[src/rtl/spgd_meas_sequencer.sv]
// spgd_meas_sequencer
//
// Sequences one SPGD gradient estimate per iteration. Each iteration has two
// halves. The first applies +delta, waits for settling and runs an averaged
// ADC measurement. The second does the same with -delta. The iteration then
// reports J_PLUS, J_MINUS and the two's-complement difference J_DIFF.
//
// Ports
//   ADC_CLK, RST        sole clock, asynchronous active-high reset
//   START, ABORT        run control (ABORT wins over everything)
//   ITER_COUNT          iterations per run, 0 = run until ABORT
//   SETTLE_CYCLES       wait after each PERT_APPLY before measuring
//   TIMEOUT_CYCLES      max cycles per measurement, 0 = no timeout
//   ADC_DONE            acquisition status (not used for sequencing)
//   ADC_REG_WRITE       result-valid strobe, ADC_VALUE captured with it
//   ADC_VALUE           16Q48 measurement
//   ADC_ENABLE          enable to the acquisition block
//   PERT_APPLY          one-cycle strobe to the perturbation driver
//   PERT_SIGN           0 = +delta, 1 = -delta
//   J_PLUS/J_MINUS      last +/- measurement
//   J_DIFF              J_PLUS - J_MINUS, valid with RESULT_VALID
//   RESULT_VALID        one-cycle result strobe
//   ITER_INDEX          iteration being or just reported
//   BUSY                high outside IDLE and ERROR
//   TIMEOUT_ERR         sticky measurement timeout flag
module spgd_meas_sequencer #(
  parameter int FLOAT_WIDTH = 64,
  parameter int CNT_WIDTH   = 16,
  parameter int TMO_WIDTH   = 24
) (
  input  logic                          ADC_CLK,
  input  logic                          RST,
  input  logic                          START,
  input  logic                          ABORT,
  input  logic        [CNT_WIDTH-1:0]   ITER_COUNT,
  input  logic        [CNT_WIDTH-1:0]   SETTLE_CYCLES,
  input  logic        [TMO_WIDTH-1:0]   TIMEOUT_CYCLES,
  input  logic                          ADC_DONE,
  input  logic                          ADC_REG_WRITE,
  input  logic signed [FLOAT_WIDTH-1:0] ADC_VALUE,
  output logic                          ADC_ENABLE,
  output logic                          PERT_APPLY,
  output logic                          PERT_SIGN,
  output logic signed [FLOAT_WIDTH-1:0] J_PLUS,
  output logic signed [FLOAT_WIDTH-1:0] J_MINUS,
  output logic signed [FLOAT_WIDTH-1:0] J_DIFF,
  output logic                          RESULT_VALID,
  output logic        [CNT_WIDTH-1:0]   ITER_INDEX,
  output logic                          BUSY,
  output logic                          TIMEOUT_ERR
);

  typedef enum logic [2:0] {
    ST_IDLE,
    ST_APPLY,
    ST_SETTLE,
    ST_MEASURE,
    ST_REPORT,
    ST_ERROR
  } state_t;

  state_t state, state_nxt;

  logic [CNT_WIDTH-1:0] iter_cfg;
  logic [CNT_WIDTH-1:0] settle_cfg;
  logic [TMO_WIDTH-1:0] tmo_cfg;
  logic [CNT_WIDTH-1:0] settle_cnt;
  logic [TMO_WIDTH-1:0] tmo_cnt;

  logic start_acc;
  logic cap_plus;
  logic cap_minus;
  logic tmo_hit;
  logic advance_iter;

  // Completion status from the acquisition block is deliberately ignored;
  // ADC_REG_WRITE alone marks a usable result.
  logic unused_adc_done;
  assign unused_adc_done = ADC_DONE;

  // Gradient difference wraps modulo 2^FLOAT_WIDTH; saturating would bias
  // the estimate, so overflow is left to the caller's scaling.
  function automatic logic signed [FLOAT_WIDTH-1:0] wrap_sub(
    input logic signed [FLOAT_WIDTH-1:0] a,
    input logic signed [FLOAT_WIDTH-1:0] b
  );
    wrap_sub = a - b;
  endfunction

  always_ff @(posedge ADC_CLK or posedge RST) begin
    if (RST) state <= ST_IDLE;
    else     state <= state_nxt;
  end

  always_comb begin
    state_nxt    = state;
    start_acc    = 1'b0;
    cap_plus     = 1'b0;
    cap_minus    = 1'b0;
    tmo_hit      = 1'b0;
    advance_iter = 1'b0;
    if (ABORT) begin
      state_nxt = ST_IDLE;
    end else begin
      case (state)
        // ERROR re-arms exactly like IDLE does.
        ST_IDLE, ST_ERROR: begin
          if (START) begin
            start_acc = 1'b1;
            state_nxt = ST_APPLY;
          end
        end
        ST_APPLY: begin
          state_nxt = (settle_cfg != '0) ? ST_SETTLE : ST_MEASURE;
        end
        ST_SETTLE: begin
          if (settle_cnt == settle_cfg - CNT_WIDTH'(1)) state_nxt = ST_MEASURE;
        end
        ST_MEASURE: begin
          // A capture on the final allowed cycle beats the timeout.
          if (ADC_REG_WRITE) begin
            if (!PERT_SIGN) begin
              cap_plus  = 1'b1;
              state_nxt = ST_APPLY;
            end else begin
              cap_minus = 1'b1;
              state_nxt = ST_REPORT;
            end
          end else if ((tmo_cfg != '0) && (tmo_cnt == tmo_cfg - TMO_WIDTH'(1))) begin
            tmo_hit   = 1'b1;
            state_nxt = ST_ERROR;
          end
        end
        ST_REPORT: begin
          if ((iter_cfg != '0) && (ITER_INDEX == iter_cfg - CNT_WIDTH'(1))) begin
            state_nxt = ST_IDLE;
          end else begin
            advance_iter = 1'b1;
            state_nxt    = ST_APPLY;
          end
        end
        default: state_nxt = ST_IDLE;
      endcase
    end
  end

  always_ff @(posedge ADC_CLK or posedge RST) begin
    if (RST) begin
      iter_cfg    <= '0;
      settle_cfg  <= '0;
      tmo_cfg     <= '0;
      settle_cnt  <= '0;
      tmo_cnt     <= '0;
      PERT_SIGN   <= 1'b0;
      J_PLUS      <= '0;
      J_MINUS     <= '0;
      J_DIFF      <= '0;
      ITER_INDEX  <= '0;
      TIMEOUT_ERR <= 1'b0;
    end else begin
      if (start_acc) begin
        iter_cfg    <= ITER_COUNT;
        settle_cfg  <= SETTLE_CYCLES;
        tmo_cfg     <= TIMEOUT_CYCLES;
        TIMEOUT_ERR <= 1'b0;
        ITER_INDEX  <= '0;
        PERT_SIGN   <= 1'b0;
      end

      if (state == ST_APPLY)       settle_cnt <= '0;
      else if (state == ST_SETTLE) settle_cnt <= settle_cnt + CNT_WIDTH'(1);

      if (state == ST_MEASURE) tmo_cnt <= tmo_cnt + TMO_WIDTH'(1);
      else                     tmo_cnt <= '0;

      if (cap_plus) begin
        J_PLUS    <= ADC_VALUE;
        PERT_SIGN <= 1'b1;
      end

      // J_DIFF is formed from the incoming minus sample so it is already
      // registered when REPORT raises RESULT_VALID.
      if (cap_minus) begin
        J_MINUS <= ADC_VALUE;
        J_DIFF  <= wrap_sub(J_PLUS, ADC_VALUE);
      end

      if (tmo_hit) TIMEOUT_ERR <= 1'b1;

      if (advance_iter) begin
        ITER_INDEX <= ITER_INDEX + CNT_WIDTH'(1);
        PERT_SIGN  <= 1'b0;
      end

      if (ABORT) PERT_SIGN <= 1'b0;
    end
  end

  assign PERT_APPLY   = (state == ST_APPLY);
  assign ADC_ENABLE   = (state == ST_MEASURE);
  assign RESULT_VALID = (state == ST_REPORT);
  assign BUSY         = (state != ST_IDLE) && (state != ST_ERROR);

endmodule
[config.mk]
export PLATFORM = sky130hd
export DESIGN_NAME = spgd_meas_sequencer
export DESIGN_NICKNAME = d
export VERILOG_FILES = /design/src/rtl/spgd_meas_sequencer.sv
export SDC_FILE = /design/constraint.sdc
export NUM_CORES = 1
export LEC_CHECK = 0
export ABC_AREA = 1
export CAP_MARGIN = 10
export CORE_ASPECT_RATIO = 1.5
export CORE_MARGIN = 4
export CORE_UTILIZATION = 34
export DETAILED_ROUTE_END_ITERATION = 12
export GPL_TIMING_DRIVEN = 0
export PLACE_DENSITY = 0.56
export REMOVE_ABC_BUFFERS = 1
export SYNTH_ARGS = -nofsm -noshare
export SYNTH_HDL_FRONTEND = slang
export SYNTH_SLANG_ARGS = --single-unit
[constraint.sdc]
create_clock -name ADC_CLK -period 10.6 [get_ports ADC_CLK]
set_clock_uncertainty 0.2 [all_clocks]
set_input_delay 1.06 -clock ADC_CLK [delete_from_list [all_inputs] [get_ports ADC_CLK]]
set_output_delay 1.06 -clock ADC_CLK [all_outputs]
set_load 0.02 [all_outputs]
==> results of run 1 <==
==> metal layers <==
metal | track usage (%) | share of wire (%) | up-vias
met3 | 3.69 | 4.5 | 120
li1 | - | - | 9222
met5 | 0 | 0 | -
met2 | 44.0 | 53 | 475
met1 | 24.9 | 37 | 8639
met4 | 9.84 | 4.9 | 0
==> power by group <==
group | internal [mW] | switching, mW | total, mW
clock network | 0.726 | 0.523 | 1.25
logic | 1.15 | 2.11 | 3.26
registers | 1.46 | 0.310 | 1.77
total | 3.33 | 2.94 | 6.28
==> worst paths after layout <==
| kind | endpoint | from | slack [ps] | cells after the start |
|---|---|---|---|---|
| hold reg to reg | J_DIFF[63]$_DFFE_PP0P_ | J_DIFF[63]$_DFFE_PP0P_ | 280 | 2 |
| setup reg to reg | J_MINUS[45]$_DFFE_PP0P_ | state[2]$_DFFE_PP0P_ | 6990 | 10 |
| max in group asynchronous | J_PLUS[58]$_DFFE_PP0P_ | RST | 8370 | 3 |
| hold / removal | J_DIFF[63]$_DFFE_PP0P_ | J_DIFF[63]$_DFFE_PP0P_ | 280 | 2 |
| setup / recovery | J_DIFF[39]$_DFFE_PP0P_ | ADC_VALUE[22] | 6460 | 12 |
| min in group asynchronous | tmo_cnt[1]$_DFF_PP0_ | RST | 770 | 2 |
==> worst reg2reg max path, stage by stage, from the launching register on <==
cell and delay [ps]:
dfrtp_1 420, or2_4 290, nor2_4 380, inv_2 220, nor2_2 210, inv_2 80, nor2_4 570, inv_6 420
buf_16 350, nand2_1 280, o21ai_1 70
==> registers in the layout (all words and copies together), names as in the netlist <==
| name | count |
|---|---|
| tmo_cfg | 24 |
| settle_cnt | 16 |
| J_PLUS | 64 |
| iter_cfg | 16 |
| ITER_INDEX | 16 |
| TIMEOUT_ERR | 1 |
| J_DIFF | 64 |
| J_MINUS | 64 |
| settle_cfg | 16 |
| PERT_SIGN | 1 |
| tmo_cnt | 24 |
| state | 3 |
==> cell families (layout without fill, tap and decap cells) <==
kind of cell             count (synthesis)  in the layout  share of synthesized area, %
AND/OR/NAND/NOR                       1273           1273                          28.5
AO/OA/AOI/OAI                          492            492                          13.8
buffers and inverters                  419            768                          8.60
flip-flops                             309            309                          40.1
XOR/XNOR                                94             94                          4.27
adder cells (fa/ha/maj)                 72             72                          4.71
multiplexers                             1              1                        0.0519
==> synthesized netlist by cell type, types with 11 or more instances <==
cell / number
nand3_2: 20
o21ai_2: 14
buf_2: 25
o21ai_0: 196
ha_1: 71
a21oi_1: 114
dfrtp_1: 309
nor3_1: 25
nand2_1: 719
nor2_1: 272
inv_1: 343
a31oi_1: 38
nand4_1: 36
nor2_2: 15
xor2_1: 58
nand3_1: 129
xnor2_1: 36
clkbuf_1: 24
o21bai_1: 13
o21ai_1: 97
nand3b_1: 11
==> area by class of cell <==
| cell class | count | area, sq um | area share [%] |
|---|---|---|---|
| clock inverters | 12 | 115 | 0.466 |
| clock buffers | 52 | 1030 | 4.18 |
| well taps | 756 | 946 | 3.83 |
| multi-input cells | 1932 | 9910 | 40.1 |
| repair buffers | 347 | 3600 | 14.6 |
| flip-flops and latches | 309 | 7730 | 31.3 |
| inverters | 357 | 1360 | 5.49 |
==> impl_metrics.csv, run 1 <==
group,metric,value,unit
outcome,status,"finished, final reports clean",
clock_network,cts.sinks,309,
logic_synthesis,yosysWarnings,0,
drt,drtIter0Drc,937,
worst_setup_path,critical_path_buf_inv_count,2,
clock_network,htree_levels,2,
sta,period_share,39.1,%
logic_synthesis,synth.area.top_cells,"dfrtp_1, nand2_1, inv_1",
logic_synthesis,yosysTopAreaCell,"dfrtp_1",
clock_network,cts_buffers,36,
sta,maxSlewViolCount,0,
worst_setup_path,arrival,4390,ps
worst_hold_path,min_path_type,"register to register",
worst_setup_path,critical_path.cell_chain,"clkdlybuf4s50_1 > inv_1 > ha_1 > a21oi_1 > o21ai_0 > a21oi_1 > nor2_1 > nor2_1 > nand2_1 > nand2_1 > nand3_1 > a31oi_1",
die,die_area,60700,sq um
clock_network,post_cts_resized,0,
logic_synthesis,async_flop_share,100,%
global_routing,grt_pass1_vias,18700,
drt,vias_per_cell,4.90,
die,io_pins,340,
clock_network,insertion_delay,550,ps
layout,layout_common_cells,"nand2_1, inv_1, clkdlybuf4s50_1",
clock_network,holdBufCountCts,0,
drt,via_count,18500,
sta,finalHoldViolations,0,
global_routing,antenna_found_initial,0,
place,dp_hpwl,58.1,mm
drt,drt_pass1_iterations,5,
layout,fin_nets,3181,
sta,rsz0062_at_grt,"false",
power,power.leakage,11.4,nW
worst_setup_path,cp-end-kind,"register",
worst_setup_path,worstSetupPathType,"input pin to register",
layout,area_growth,28.0,%
worst_setup_path,max_stage_delay,480,ps
power,p_total,6.28,mW
sta,timing.hold.ws,279,ps
logic_synthesis,synth_top_cell_area_share,40.1,%
place,io_buffers,338,
worst_setup_path,start_kind,"input pin",
place,place_inst,3701,
sta,tns,0,ps
job,maxCapViolCount,0,
die,die_w,202,um
die,start_util,34.5,%
worst_setup_path,critPathTopFamily,"simple AND/OR/NAND/NOR gates",
drt,wire_per_inst,19.0,um
clock_network,clockRootBuffer,"clkbuf_16",
sta,worst_slack,6460,ps
layout,stdcell_area,24700,sq um
layout,num_antenna_cells,0,
logic_synthesis,syn_area,19300,sq um
logic_synthesis,synth_cells,2660,
die,die_height,300,um
logic_synthesis,ys_ff_latch,309,
layout,final_common_cell,"nand2_1",
layout,final_core_util,44.1,%
power,powerDensity,254,nW/um^2
die,core_area,56000,sq um
place,placed_cell_area,23500,sq um
power,vdd_ir_drop_max,115,uV
layout,fin_cells,3765,
place,pre_cts_slack,5940,ps
logic_synthesis,ys.flop_type,"dfrtp_1",
clock_network,clk_transition_reported_paths,60,ps
clock_network,post_cts_buffers,0,
logic_synthesis,synth_edf_count,0,
sta,finalSetupViolCount,0,
die,rows,106,
logic_synthesis,synth_cell_types,61,
global_routing,grt_use_total,23.0,%
drt,drc_errors,0,
global_routing,grt_max_degree,121,
worst_setup_path,crit_path_top_delay_cell,"nor2_1",
worst_setup_path,crit_required,10850,ps
sta,relSlewSlack,33.4,%
drt,routed_wl,71.6,mm
global_routing,grt_first_pass_wirelength,109,mm
layout,fillCellCount,5803,
layout,drive_above_1_share,5.28,%
logic_synthesis,syn_area_per_cell,7.25,sq um
logic_synthesis,synth_seq_area_share,40.1,%
drt,final_antenna_net_count,0,
clock_network,clockBufferDepth,3,
sta,fmaxAchievable,242,MHz
clock_network,cts_tree,"yes",
worst_setup_path,critical_path.max_fanout,5,
sta,fin_crit,4140,ps
global_routing,gr-total-overflow,0,
place,place.gp.congestion,0.972,
sta,worst_pin_slew,989,ps
Power figures use the tool's default switching activity.
==> inputs of run 2 (changes only) <==
==> constraint.sdc (replaced) <==
create_clock -name ADC_CLK -period 3.95 [get_ports ADC_CLK]
set_clock_uncertainty 0.2 [all_clocks]
set_input_delay 0.395 -clock ADC_CLK [delete_from_list [all_inputs] [get_ports ADC_CLK]]
set_output_delay 0.395 -clock ADC_CLK [all_outputs]
set_load 0.02 [all_outputs]
==> results of run 2 <==
Same layout as run 1 (identical final DEF). Status: finished, final reports clean.
Main changes from that run: setup slack after placement 5940 ps -> -41.6 ps; setup slack after layout 6460 ps -> 336 ps; hold slack 279 ps -> 101 ps; start point of the critical path ADC_VALUE[22] -> state[2]$_DFFE_PP0P_; end point of the critical path J_DIFF[39]$_DFFE_PP0P_ -> J_MINUS[45]$_DFFE_PP0P_; register-to-register setup slack 6990 ps -> 340 ps; total power 6.28 mW -> 16.8 mW; worst IR drop on VDD 115 uV -> 310 uV
